==> config.mk <==
export PLATFORM = sky130hd
export DESIGN_NAME = mem_scheduler
export DESIGN_NICKNAME = d
export VERILOG_FILES = /design/src/rtl/mem_scheduler.sv
export SDC_FILE = /design/constraint.sdc
export NUM_CORES = 1
export LEC_CHECK = 0
export CORE_ASPECT_RATIO = 1.25
export CORE_MARGIN = 2
export CORE_UTILIZATION = 28
export DETAILED_ROUTE_END_ITERATION = 16
export DONT_BUFFER_PORTS = 1
export PLACE_DENSITY = 0.42
export SYNTH_ARGS = -nofsm -noshare
export SYNTH_HDL_FRONTEND = slang
export SYNTH_SLANG_ARGS = --single-unit
==> constraint.sdc <==
create_clock -name i_clk -period 2.5 [get_ports i_clk]
set_input_delay 0.125 -clock i_clk [delete_from_list [all_inputs] [get_ports i_clk]]
set_output_delay 0.125 -clock i_clk [all_outputs]
set_load 0.02 [all_outputs]
==> src/rtl/mem_scheduler.sv <==
// mem_scheduler: shares one pipelined main memory between I-cache fills,
// D-cache fills and write-through stores. Fills stall the whole pipeline.
//
// state  | meaning
// -------+-----------------------------------------------------------
// S_IDLE | serve a store, or accept a miss (D before I)
// S_FILL | issue block reads and stream returned words into the cache
// S_DONE | one extra stall cycle so the cache re-lookup sees the tag
module mem_scheduler #(
  parameter int WORDS_PER_BLOCK = 8,
  parameter int MEM_LAT         = 4,
  parameter int ADDR_W          = 16
) (
  input  logic              i_clk,
  input  logic              i_rst,
  input  logic              i_icache_miss,
  input  logic [ADDR_W-1:0] i_icache_miss_addr,
  input  logic              i_dcache_miss,
  input  logic [ADDR_W-1:0] i_dcache_miss_addr,
  input  logic              i_store_en,
  input  logic [ADDR_W-1:0] i_store_addr,
  input  logic [15:0]       i_store_data,
  output logic              o_mem_enable,
  output logic              o_mem_wr,
  output logic [ADDR_W-1:0] o_mem_addr,
  output logic [15:0]       o_mem_data_in,
  input  logic [15:0]       i_mem_data_out,
  input  logic              i_mem_data_valid,
  output logic [15:0]       o_fill_data,
  output logic [ADDR_W-1:0] o_fill_addr,
  output logic              o_icache_wr_data,
  output logic              o_icache_wr_tag,
  output logic              o_dcache_wr_data,
  output logic              o_dcache_wr_tag,
  output logic              o_fill_sel_d,
  output logic              o_stall_n
);

  localparam int CNT_W = $clog2(WORDS_PER_BLOCK + 1);
  localparam logic [ADDR_W-1:0] OFF_MASK  = ADDR_W'(2 * WORDS_PER_BLOCK - 1);
  localparam logic [CNT_W-1:0]  N_WORDS   = CNT_W'(WORDS_PER_BLOCK);
  localparam logic [CNT_W-1:0]  LAST_WORD = CNT_W'(WORDS_PER_BLOCK - 1);

  // The read-return path assumes at least one cycle of memory latency.
  generate
    if (MEM_LAT < 1 || WORDS_PER_BLOCK < 2) begin : g_param_check
      $error("mem_scheduler: MEM_LAT must be >= 1 and WORDS_PER_BLOCK >= 2");
    end
  endgenerate

  typedef enum logic [1:0] {S_IDLE, S_FILL, S_DONE} state_t;

  state_t            r_state, w_state_nxt;
  logic [ADDR_W-1:0] r_base, w_base_nxt;
  logic              r_sel_d, w_sel_d_nxt;
  logic [CNT_W-1:0]  r_issue_cnt, w_issue_cnt_nxt;
  logic [CNT_W-1:0]  r_recv_cnt, w_recv_cnt_nxt;
  logic              r_store_done, w_store_done_nxt;
  logic              w_store_go;
  logic [ADDR_W-1:0] w_issue_off, w_recv_off;

  // Word offsets within the block; the base is block aligned so no carry.
  assign w_issue_off  = ADDR_W'({r_issue_cnt, 1'b0});
  assign w_recv_off   = ADDR_W'({r_recv_cnt, 1'b0});
  assign o_fill_sel_d = r_sel_d;

  // State, block base, counters and the store de-duplication flag.
  always_ff @(posedge i_clk) begin
    if (i_rst) begin
      r_state      <= S_IDLE;
      r_base       <= '0;
      r_sel_d      <= 1'b0;
      r_issue_cnt  <= '0;
      r_recv_cnt   <= '0;
      r_store_done <= 1'b0;
    end else begin
      r_state      <= w_state_nxt;
      r_base       <= w_base_nxt;
      r_sel_d      <= w_sel_d_nxt;
      r_issue_cnt  <= w_issue_cnt_nxt;
      r_recv_cnt   <= w_recv_cnt_nxt;
      r_store_done <= w_store_done_nxt;
    end
  end

  // Next-state logic plus memory, cache-write and stall outputs.
  always_comb begin
    w_state_nxt      = r_state;
    w_base_nxt       = r_base;
    w_sel_d_nxt      = r_sel_d;
    w_issue_cnt_nxt  = r_issue_cnt;
    w_recv_cnt_nxt   = r_recv_cnt;
    w_store_go       = 1'b0;
    o_mem_enable     = 1'b0;
    o_mem_wr         = 1'b0;
    o_mem_addr       = '0;
    o_mem_data_in    = '0;
    o_fill_data      = '0;
    o_fill_addr      = '0;
    o_icache_wr_data = 1'b0;
    o_icache_wr_tag  = 1'b0;
    o_dcache_wr_data = 1'b0;
    o_dcache_wr_tag  = 1'b0;
    o_stall_n        = 1'b1;

    case (r_state)
      S_IDLE: begin
        o_stall_n = ~(i_icache_miss | i_dcache_miss);
        if (i_store_en && !r_store_done) begin
          w_store_go    = 1'b1;
          o_mem_enable  = 1'b1;
          o_mem_wr      = 1'b1;
          o_mem_addr    = i_store_addr;
          o_mem_data_in = i_store_data;
        end else if (i_dcache_miss) begin
          w_base_nxt      = i_dcache_miss_addr & ~OFF_MASK;
          w_sel_d_nxt     = 1'b1;
          w_issue_cnt_nxt = '0;
          w_recv_cnt_nxt  = '0;
          w_state_nxt     = S_FILL;
        end else if (i_icache_miss) begin
          w_base_nxt      = i_icache_miss_addr & ~OFF_MASK;
          w_sel_d_nxt     = 1'b0;
          w_issue_cnt_nxt = '0;
          w_recv_cnt_nxt  = '0;
          w_state_nxt     = S_FILL;
        end
      end
      S_FILL: begin
        o_stall_n = 1'b0;
        if (r_issue_cnt < N_WORDS) begin
          o_mem_enable    = 1'b1;
          o_mem_addr      = r_base + w_issue_off;
          w_issue_cnt_nxt = r_issue_cnt + 1'b1;
        end
        if (i_mem_data_valid) begin
          o_fill_data      = i_mem_data_out;
          o_fill_addr      = r_base + w_recv_off;
          o_dcache_wr_data = r_sel_d;
          o_icache_wr_data = ~r_sel_d;
          w_recv_cnt_nxt   = r_recv_cnt + 1'b1;
          if (r_recv_cnt == LAST_WORD) begin
            o_dcache_wr_tag = r_sel_d;
            o_icache_wr_tag = ~r_sel_d;
            w_state_nxt     = S_DONE;
          end
        end
      end
      S_DONE: begin
        o_stall_n   = 1'b0;
        w_state_nxt = S_IDLE;
      end
      default: begin
        w_state_nxt = S_IDLE;
      end
    endcase

    // A store issued while frozen must not repeat until the pipeline moves.
    if (o_stall_n) begin
      w_store_done_nxt = 1'b0;
    end else if (w_store_go) begin
      w_store_done_nxt = 1'b1;
    end else begin
      w_store_done_nxt = r_store_done;
    end
  end

endmodule

Yosys cells after proc, flatten, opt, wreduce, memory -nomap -nowiden
Index checks and enable logic that the tools add are counted.
Widths: inputs -> output; s select.

word-level totals
  bits of input ports = 86
  register bits after elaboration = 28
  output and inout port bits = 72
  word-level logic and storage cells = 75

cells by class
  multiplexer cells = 41
  add/subtract/negate cells = 4
  bitwise operators = 4
  magnitude comparators = 1
  reductions and logical operators = 11
  equality and inequality tests = 8

operators by type and width
  operator             number
  $mux 16              10
  $add 16x5->16        2
  $pmux 16 s2          1
  $mux 4               5
  $pmux 4 s2           2
  $mux 1               15
  $reduce_and 4->1     3
  $mux 2               5
  $add 4x1->4 const B  2
  $ne 2x2->1 const B   4
  $eq 4x3->1 const B   1
  $lt 4x4->1 const B   1
  $pmux 1 s2           2
  $pmux 2 s2           1
  $reduce_bool 2->1    2
  $reduce_or 2->1      2
  $ne 3x3->1 const B   1
  $not 1->1            3
  $reduce_and 3->1     1
  $eq 2x1->1 const B   1
  $eq 2x2->1 const B   1
  $logic_not 2->1      1
  $logic_and 1x1->1    1
  $logic_not 1->1      1
  $or 1x1->1           1

Longest topological paths before layout
Gate-level depths: netlist (run 1).

  depth in word-level cells = 4
  depth in mapped cells = 6

Worst setup path after synthesis (run 1)
OpenSTA, ideal clock, no wires.

  kind = register to output
  start point = reg r_base[4]
  end point = out o_fill_addr[10]
  buffers on the path = 0
  path slack = 0.877 ns
  stages on the path, launching flop included = 6
  data required time = 2.375 ns
  data arrival time = 1.498 ns
  path through = dfxtp_1 > ha_1 > ha_1 > nand3_1 > or3_1 > a21oi_1

on the way
  cells in the longest elaborated chain, start to end = 3

RTL lines
  what                    line  source
  start, declared         54    logic [ADDR_W-1:0] r_base, w_base_nxt;
  start signal, assigned  78    r_base <= w_base_nxt;
  $add 16x5->16           138   o_fill_addr = r_base + w_recv_off;
  $mux 16                 136   if (i_mem_data_valid) begin
  $mux 16                 106   case (r_state)
  end, declared           30    output logic [ADDR_W-1:0] o_fill_addr,

Every way passes these cells.

Worst setup path after layout (run 1)
  start point = reg r_state[0]
  end point = out o_fill_addr[10]

on the way
  cells in the longest elaborated chain, start to end = 2

RTL lines
  what                    line  source
  start, declared         53    state_t r_state, w_state_nxt;
  start signal, assigned  77    r_state <= w_state_nxt;
  $eq 2x1->1              106
  $mux 16                 106

Every way passes these cells.

==> implementation parameters, run 1 <==
Parameter                              Value

GRT
  Via count of the first global-routing pass    1,529
  Final global-route overflow total    0
  Antenna violations before repair    0
  First-pass GRT wire length    7990 um
  Pin count of the biggest net entering global routing    26
  GRT Resource Usage Total    0.131

Timing
  Final hold viol count    0
  Timing-limited maximum frequency    0.477 GHz
  Fraction of the cycle the final worst path needs    0.838
  Count of final max-slew check failures    0
  Final min period    between 2 and 2.5 ns
  Rel. slew slack    0.417
  Final count of negative-setup-slack endpoints    0
  Final Skew    0.00273 ns
  Tightest Pin Transition    0.872 ns
  Post-Route Setup TNS    0 ns
  Setup repair after global routing missed its margin    false

Layout
  Share of cells above drive strength 1    0.169
  Cell area after layout    ~2100 um2
  Top library cells by usage in the layout, fill and taps aside    34 x and3_1, 31 x nor2_1, 24 x dfxtp_1, 18 x buf_4, 15 x a22o_1
  Area growth from synthesis to layout    8.08%
  Net count of the finished layout    334
  Commonest non-fill, non-tap cell in the layout    and3_1
  Antenna Cells    0
  Final design utilization    0.315

Critical path
  Critical path peak fanout    24
  Worst Path Class, Setup    reg -> out
  Arrival time worst endpoint    1.97 ns
  Type of element launching the critical path    flip-flop
  Critical path endpoint category    primary output
  Worst Path Required    between 2 and 2.5 ns

Detailed routing
  Via-to-Cell Ratio    5.32
  Number of optimization iterations in the first detailed-route pass    4
  DRC violation count after routing    0
  Total via count in the routed design    1,749
  Wire length after detailed routing    5420 um
  Average routed wire per standard cell    16.5 um
  Detailed Route Iter0 Violations    60
  Antenna-violating nets left    0

Synth
  Cell area after technology mapping    ~1900 um2
  Avg Cell Area, Syn    between 8 and 9 um2
  Part of the Yosys area used for sequential elements    0.248
  Post-synthesis sequential element count    24
  Synthesis warning total    0
  Post-synthesis net count    332
  Unique masters post-synth    42
  Syn Inst Count    242

Power
  Worst-case vdd ir drop    0.195 mV
  Static leakage    roughly 0.91 nW
  Pwr per Cell Area    approximately 510 nW/um2
  Total Power Consumption    between 1 and 1.5 mW

CTS
  Clock tree from TritonCTS    done
  Level count of the clock H-tree    1
  Clock root buffer    clkbuf_8
  Worst-path clk slew    0.09 ns
  Number of sinks on the clock net    24
  Bufs on Longest Clock Path    2
  TritonCTS Buffers    3
  Clock latency at the later pin of the worst-skew pair    0.27 ns

Floorplanning
  Number of top-level pins    ~160
  Placement row count    33
  Die X-Extent    78.4 um
  Core area    6650 um2
  Die height    about 97 um
  Initial cell density of the core    0.291
  Die Area    7600 um2

Placed design
  RePlAce Congestion    just over 0.7
  Port buffer count    0
  Total placed instance area    2040 um2
  Placed wire-length estimate    4160 um

Run
  Max-cap check violation count    0

Outcome
  Run status    finished clean

Hold path
  Worst min-delay path class    in -> reg
==> metrics by stage <==
step                      worst slack, ns  cells  hold WS, ns
after CTS                           0.394    329       0.0107
final                               0.405    329       0.0194
after floorplan                     0.877    242        0.358
after global routing                0.187    329       0.0329
after detailed placement            0.692    325        0.196
after global placement              0.703    325        0.195
==> cell families (layout without fill, tap and decap cells) <==
family	count (synthesis)	after routing	synth area share
muxes	12	12	0.0620
buffers and inverters	27	27	0.0814
DFF	24	24	0.248
adders and majority gates	4	4	0.0258
AOI/OAI and AO/OA	51	51	0.209
xor gates and xnor gates	9	9	0.0407
other	1	1	0.00194
and+or+nand+nor	114	114	0.331
==> cell usage after synthesis (all sizes together) <==
cell type  count  area (um2)
inv            5        18.8
ha             4        50.1
nor2          31         116
xor2           5        43.8
or3b           1        8.76
nor3           4        30.0
nand4          2        12.5
o31ai          3        22.5
a31oi          2        12.5
o21a           1        15.0
or2b           1        7.51
and4           1        8.76
nand3          5        25.0
dfxtp         24         480
a211oi        12         125
clkbuf        12        65.1
a22o          15         131
or3            4        25.0
nor4           1        21.3
or2            2        12.5
nand2b         1        6.26
o21ai          7        35.0
a32oi          1        8.76
buf           10        73.8
nor2b          2        12.5
and2           1        6.26
or4            3        22.5
nor3b          1        7.51
conb           1        3.75
a21oi          9        45.0
nand4b         1        8.76
nand2         12        45.0
and3          41         265
xnor2          4        35.0
o32ai          1        8.76
mux2i         12         120
==> power by group <==
part / internal, mW / leakage (nW) / switching [mW] / total (mW)
Clock: 0.108 / 0.0216 / 0.128 / 0.236
Sequential: 0.414 / 0.197 / 0.0482 / 0.462
Combinational: 0.128 / 0.690 / 0.234 / 0.361
==> final cells by class <==
cell class / count / area [um2]
tap: 87 / 109
inverter: 5 / 18.8
multi-input combinational: 191 / 1300
fill: 726 / 4550
sequential: 24 / 480
clock buffer: 3 / 41.3
timing repair buffer: 19 / 145
==> routing by layer <==
metal  share of wire  global-route usage  wire [um]
met1            0.44               0.168       2390
met2            0.49               0.230       2660
met3           0.065              0.0280        352
met4          0.0026              0.0162         14
met5               0                   0          0
==> critical path, cell delays in order, from the launching register on <==
cell and delay [ns]:
dfxtp_1 0.59, nor2b_1 0.19, buf_4 0.23, nand2_1 0.30, a21oi_1 0.23, buf_4 0.17
==> registers in the layout, indices dropped and copies added (netlist names) <==
| signal | cells |
|---|---|
| r_base | 12 |
| r_store_done | 1 |
| r_recv_cnt | 4 |
| r_issue_cnt | 4 |
| r_state | 2 |
| o_fill_sel_d | 1 |
==> what timing repair did <==
item                                   CTS  global route
hold buffers                             1             0
endpoints found under the hold margin   18             0
setup buffers                            0             0
gates resized for setup                  0             0
==> worst paths after layout <==
kind	from	endpoint	slack, ns	depth (start not counted)
worst min-delay path	i_dcache_miss	o_fill_sel_d	0.02	2
worst max register to register	r_state[1]	r_base[4]	0.67	4
worst max-delay path	r_state[0]	o_fill_addr[10]	0.41	5
worst min register to register	r_issue_cnt[3]	r_issue_cnt[3]	0.48	2
Power figures use the tool's default switching activity.
==> run 2: changes to the inputs <==
--- a/config.mk
+++ b/config.mk
@@ -10,7 +10,7 @@
 export CORE_UTILIZATION = 28
 export DETAILED_ROUTE_END_ITERATION = 16
 export DONT_BUFFER_PORTS = 1
-export PLACE_DENSITY = 0.42
+export PLACE_DENSITY = 0.44
 export SYNTH_ARGS = -nofsm -noshare
 export SYNTH_HDL_FRONTEND = slang
 export SYNTH_SLANG_ARGS = --single-unit
==> constraint.sdc (replaced) <==
create_clock -name i_clk -period 1.7 [get_ports i_clk]
set_input_delay 0.085 -clock i_clk [delete_from_list [all_inputs] [get_ports i_clk]]
set_output_delay 0.085 -clock i_clk [all_outputs]
set_load 0.02 [all_outputs]
==> implementation parameters, run 2 (synthesis results as in run 1) <==
Parameter                              Value

Outcome
  Run status    finished, violations left
  Failing checks    negative setup slack

Timing
  Timing-limited maximum frequency    about 0.58 GHz
  Tightest Pin Transition    0.865 ns
  Final Skew    between 0.004 and 0.005 ns
  Final count of negative-setup-slack endpoints    6
  Rel. slew slack    0.421
  Final min period    1.72 ns
  Setup repair after global routing missed its margin    true
  Final critical-path setup slack    -0.0170 ns
  Count of final max-slew check failures    0
  Final hold viol count    0
  Fraction of the cycle the final worst path needs    1.01

GRT
  First-pass GRT wire length    8910 um
  Antenna violations before repair    0
  Pin count of the biggest net entering global routing    26
  Final global-route overflow total    0
  Via count of the first global-routing pass    roughly 1,700
  GRT Resource Usage Total    0.144

Floorplanning
  Number of top-level pins    158
  Die Area    7600 um2
  Placement row count    33
  Die height    97.0 um
  Initial cell density of the core    0.291
  Die X-Extent    78.4 um
  Core area    ~6600 um2

CTS
  Level count of the clock H-tree    1
  Bufs on Longest Clock Path    2
  TritonCTS Buffers    3
  Clock root buffer    clkbuf_8
  Number of sinks on the clock net    24
  Clock latency at the later pin of the worst-skew pair    0.26 ns
  Clock tree from TritonCTS    done
  Worst-path clk slew    approximately 0.090 ns

Critical path
  Critical-path cell with the highest stage delay    nor3_4
  Type of element launching the critical path    flip-flop
  Worst Path Class, Setup    reg -> out
  Arrival time worst endpoint    1.63 ns
  Worst Path Required    around 1.6 ns
  Critical path endpoint category    primary output
  Reg2reg path depth    5
  Stage delay of the slowest cell on the critical path    0.49 ns
  Critical path peak fanout    6
  Crit-path cells    or2b_4, nor3_4, a22o_4

Power
  Static leakage    1.07 nW
  Pwr per Cell Area    696 nW/um2
  Total Power Consumption    1.70 mW
  Worst-case vdd ir drop    between 0.2 and 0.25 mV

Placed design
  RePlAce Congestion    0.738
  Placed wire-length estimate    4220 um
  Port buffer count    0

Layout
  Filler instances    710
  Commonest non-fill, non-tap cell in the layout    buf_4
  Net count of the finished layout    between 300 and 400
  Area of the multi-input gates    between 1000 and 1500 um2
  Number of flip-flops under the largest register name    12
  Share of cells above drive strength 1    0.333
  Top library cells by usage in the layout, fill and taps aside    34 x buf_4, 33 x and3_1, 30 x nor2_1, 15 x dfxtp_1
  Final design utilization    0.368
  Largest register by flop count    r_base
  Largest regs    r_base x12, r_issue_cnt x4, r_recv_cnt x4
  Sequential cell area    494 um2
  Antenna Cells    0
  Area growth from synthesis to layout    26.2%

Run
  Max-cap check violation count    0

Detailed routing
  Via-to-Cell Ratio    5.24
  Number of optimization iterations in the first detailed-route pass    4
  DRC violation count after routing    0
  Detailed Route Iter0 Violations    62
  Average routed wire per standard cell    ~16 um
  Antenna-violating nets left    0
  Total via count in the routed design    1,840
  Wire length after detailed routing    5740 um

Hold path
  Worst min-delay path class    in -> reg
  Worst Hold Depth    2
run 2: layout make-up:
class / instances / share of cell area
inverters: 5 / 0.00768
well taps: 87 / 0.0445
clock buffers: 4 / 0.0225
multi-input cells: 193 / 0.601
flip-flops and latches: 24 / 0.202
repair buffers: 38 / 0.122
run 2: per-layer routing:
layer,GRT usage,share of wire
met4,0.0243,0.0033
met1,0.192,0.43
met3,0.0168,0.044
met5,0,0
met2,0.252,0.52
run 2: path summary, 6_finish.rpt:
check                         to  slack, ns      startpoint
setup / recovery   o_mem_addr[7]      -0.02    r_store_done
hold / removal     r_recv_cnt[3]       0.07           i_rst
setup reg to reg       r_base[4]       0.16      r_state[0]
hold reg to reg   r_issue_cnt[3]       0.50  r_issue_cnt[3]
run 2: repair_timing:
| action | CTS | global route |
|---|---|---|
| hold buffers | 2 | 0 |
| buffers inserted | 1 | 5 |
| hold endpoints to repair | 18 | 0 |
| cloned | 2 | 0 |
| gates resized for setup | 26 | 12 |
| setup endpoints to repair | 39 | 46 |
| pin swaps | 9 | 3 |
run 2: per-stage QoR:
stage,area [um2],TNS [ns],setup slack [ns],hold slack (ns),cells
floorplan,1940,0,0.117,0.318,242
global placement,2140,-0.749,-0.0533,0.157,337
detailed placement,2140,-0.819,-0.0583,0.156,337
CTS,2370,-0.602,-0.116,0.0675,346
global route,2440,-1.27,-0.114,0.0683,351
finish,2440,-0.0957,-0.0170,0.0657,351
run 2: power by group:
part	internal (mW)	switching, mW
Sequential	0.612	0.0694
Combinational	0.248	0.376
Clock	0.207	0.190
run 2: critical path: cells and delay by family (launching register included):
family             cells  cell delay, ns
AOI/OAI and AO/OA      1            0.27
DFF                    1            0.33
and+or+nand+nor        2            0.77
==> run 3: changes to the inputs <==
--- a/config.mk
+++ b/config.mk
@@ -7,10 +7,11 @@
 export LEC_CHECK = 0
 export CORE_ASPECT_RATIO = 1.25
 export CORE_MARGIN = 2
-export CORE_UTILIZATION = 28
+export CORE_UTILIZATION = 40
 export DETAILED_ROUTE_END_ITERATION = 16
 export DONT_BUFFER_PORTS = 1
-export PLACE_DENSITY = 0.44
+export PLACE_DENSITY = 0.57
+export REMOVE_ABC_BUFFERS = 1
 export SYNTH_ARGS = -nofsm -noshare
 export SYNTH_HDL_FRONTEND = slang
 export SYNTH_SLANG_ARGS = --single-unit
==> constraint.sdc (replaced) <==
create_clock -name i_clk -period 1.7 [get_ports i_clk]
set_input_delay 0.255 -clock i_clk [delete_from_list [all_inputs] [get_ports i_clk]]
set_output_delay 0.255 -clock i_clk [all_outputs]
set_load 0.02 [all_outputs]
==> implementation parameters, run 3 (synthesis results as in run 1) <==
Parameter                              Value

Layout
  Commonest non-fill, non-tap cell in the layout    buf_4
  Number of flip-flops under the largest register name    12
  Area growth from synthesis to layout    35.1%
  Largest register by flop count    r_base
  Final instance count without filler cells    329
  Top library cells by usage in the layout, fill and taps aside    34 x buf_4, 29 x nor2_1, 20 x and3_2, 20 x and3_1
  Filler instances    456
  Largest regs    r_base x12, r_issue_cnt x4, r_recv_cnt x4
  Cell area after layout    2620 um2
  Antenna Cells    0
  Net count of the finished layout    360
  Share of cells above drive strength 1    0.457

Timing
  Count of final max-slew check failures    0
  Setup repair after global routing missed its margin    true
  Fraction of the cycle the final worst path needs    1.16
  Final hold viol count    0
  Final Skew    0.00657 ns
  Min Hold Slack    between 0.02 and 0.03 ns
  Final count of negative-setup-slack endpoints    28
  Timing-limited maximum frequency    0.508 GHz
  Final critical-path setup slack    -0.269 ns
  Final min period    1.97 ns

GRT
  Fraction of met1 tracks used by global routing    0.255
  Met2 track demand over resource    0.368
  Global-route met3 utilization    0.0370
  Via count of the first global-routing pass    1,767
  Antenna violations before repair    0
  Pin count of the biggest net entering global routing    26
  GRT Resource Usage Total    0.208
  First-pass GRT wire length    8710 um
  Final global-route overflow total    0
  Global routing's busiest layer    met2

Power
  Pwr per Cell Area    about 690 nW/um2
  Fraction of power consumed by the clock network    0.221
  Net switching component of the power    0.670 mW
  Combinational share of power    0.406
  Switching share of power    0.369
  Worst-case vdd ir drop    0.370 mV
  Static leakage    1.16 nW
  Int Power    1.15 mW
  Fraction of power consumed by sequential logic    0.373
  Total Power Consumption    ~1.8 mW

Floorplanning
  Placement row count    28
  Die height    81.8 um
  Number of top-level pins    158
  Die X-Extent    66.2 um
  Core area    4690 um2
  Die Area    approximately 5400 um2
  Initial cell density of the core    0.413

Critical path
  Crit path launch    r_recv_cnt[3]
  Stage delay of the slowest cell on the critical path    0.36 ns
  Reg2reg path depth    5
  Critical path peak fanout    5
  Arrival time worst endpoint    roughly 1.7 ns
  Worst Path Required    1.44 ns
  Critical-path cell with the highest stage delay    dfxtp_2
  Source of the worst register-to-register timing path    r_store_done
  Endpoint of the most critical register-to-register path    r_issue_cnt[2]
  Cell mode on critical path    ha_4
  Crit-path cells    ha_4, ha_4, nand3_4, or3_1, a21oi_2, buf_4
  Critical path endpoint category    primary output
  Type of element launching the critical path    flip-flop
  Worst Path Class, Setup    reg -> out
  End point of the critical path    o_fill_addr[10]
  Reg-to-reg setup timing slack    0.23 ns

CTS
  Worst-path clk slew    approximately 0.090 ns
  Bufs on Longest Clock Path    2
  TritonCTS Buffers    3
  Number of sinks on the clock net    24
  Clock tree from TritonCTS    done
  Level count of the clock H-tree    1
  Hold bufs inserted after CTS    0
  Clock latency at the later pin of the worst-skew pair    0.27 ns
  Clock root buffer    clkbuf_8

Detailed routing
  Via-to-Cell Ratio    5.82
  Antenna-violating nets left    0
  Detailed Route Iter0 Violations    93
  DRC violation count after routing    0
  Number of optimization iterations in the first detailed-route pass    4
  Wire length after detailed routing    6170 um
  Average routed wire per standard cell    18.7 um
  Total via count in the routed design    1,916

Placed design
  Port buffer count    0
  Placed wire-length estimate    around 3900 um
  Placed Cells    314
  RePlAce Congestion    just over 0.8
  Total placed instance area    approximately 2100 um2

Hold path
  Worst Hold Depth    1
  Worst min-delay path class    in -> reg

Outcome
  Run status    finished, violations left
  Failing checks    negative setup slack

Run
  Max-cap check violation count    0
run 3: cell type report:
type / count / area, um2 / share of cell area
flip-flops and latches: 24 / 493 / 0.188
inverters: 5 / 18.8 / 0.00717
well taps: 60 / 75.1 / 0.0287
multi-input cells: 191 / 1560 / 0.597
clock buffers: 4 / 55.1 / 0.0210
repair buffers: 45 / 413 / 0.158
run 3: repair_timing:
item / CTS / global route
cloned: 2 / 1
pin swaps: 22 / 8
setup buffers: 5 / 4
gates resized for setup: 59 / 23
setup endpoints to repair: 68 / 65
run 3: how the worst min path moves through the flow:
stage,to,startpoint
2_1_floorplan,r_base[10],i_rst
3_3_place_gp,r_base[10],i_rst
3_5_place_dp,r_base[5],i_rst
4_1_cts,r_base[7],i_rst
5_1_grt,r_base[8],i_rst
6_report,r_base[7],i_rst
run 3: metrics by stage:
step / utilization / setup slack, ns / setup TNS (ns)
2_1_floorplan: - / -0.494 / -12.46
3_3_place_gp: 0.456 / -0.0142 / -0.0142
3_5_place_dp: 0.456 / -0.0396 / -0.0824
4_1_cts: 0.539 / -0.181 / -2.08
5_1_grt: 0.558 / -0.325 / -3.76
6_report: 0.558 / -0.269 / -1.81
run 3: layer usage:
layer  share of wire  wire (um)  up-vias
li1                -          -      932
met2            0.54       3310       81
met1            0.40       2450      896
met5               0          0        -
met4           0.012         71        0
met3           0.054        334        7
run 3: critical path, delay by kind of cell, from the launching register on:
| family | cells | cell delay (ns) |
|---|---|---|
| AOI/OAI and AO/OA | 1 | 0.16 |
| adders and majority gates | 2 | 0.29 |
| buffers and inverters | 1 | 0.17 |
| DFF | 1 | 0.36 |
| and+or+nand+nor | 2 | 0.45 |
run 3: power by group through the flow:
stage	Sequential [mW]	Clock (mW)	Combinational, mW
CTS	0.674	0.413	0.702
finish	0.677	0.402	0.737
floorplan	0.671	0	0.428
global placement	0.672	0	0.576
detailed placement	0.673	0	0.583
global route	0.687	0.442	0.790
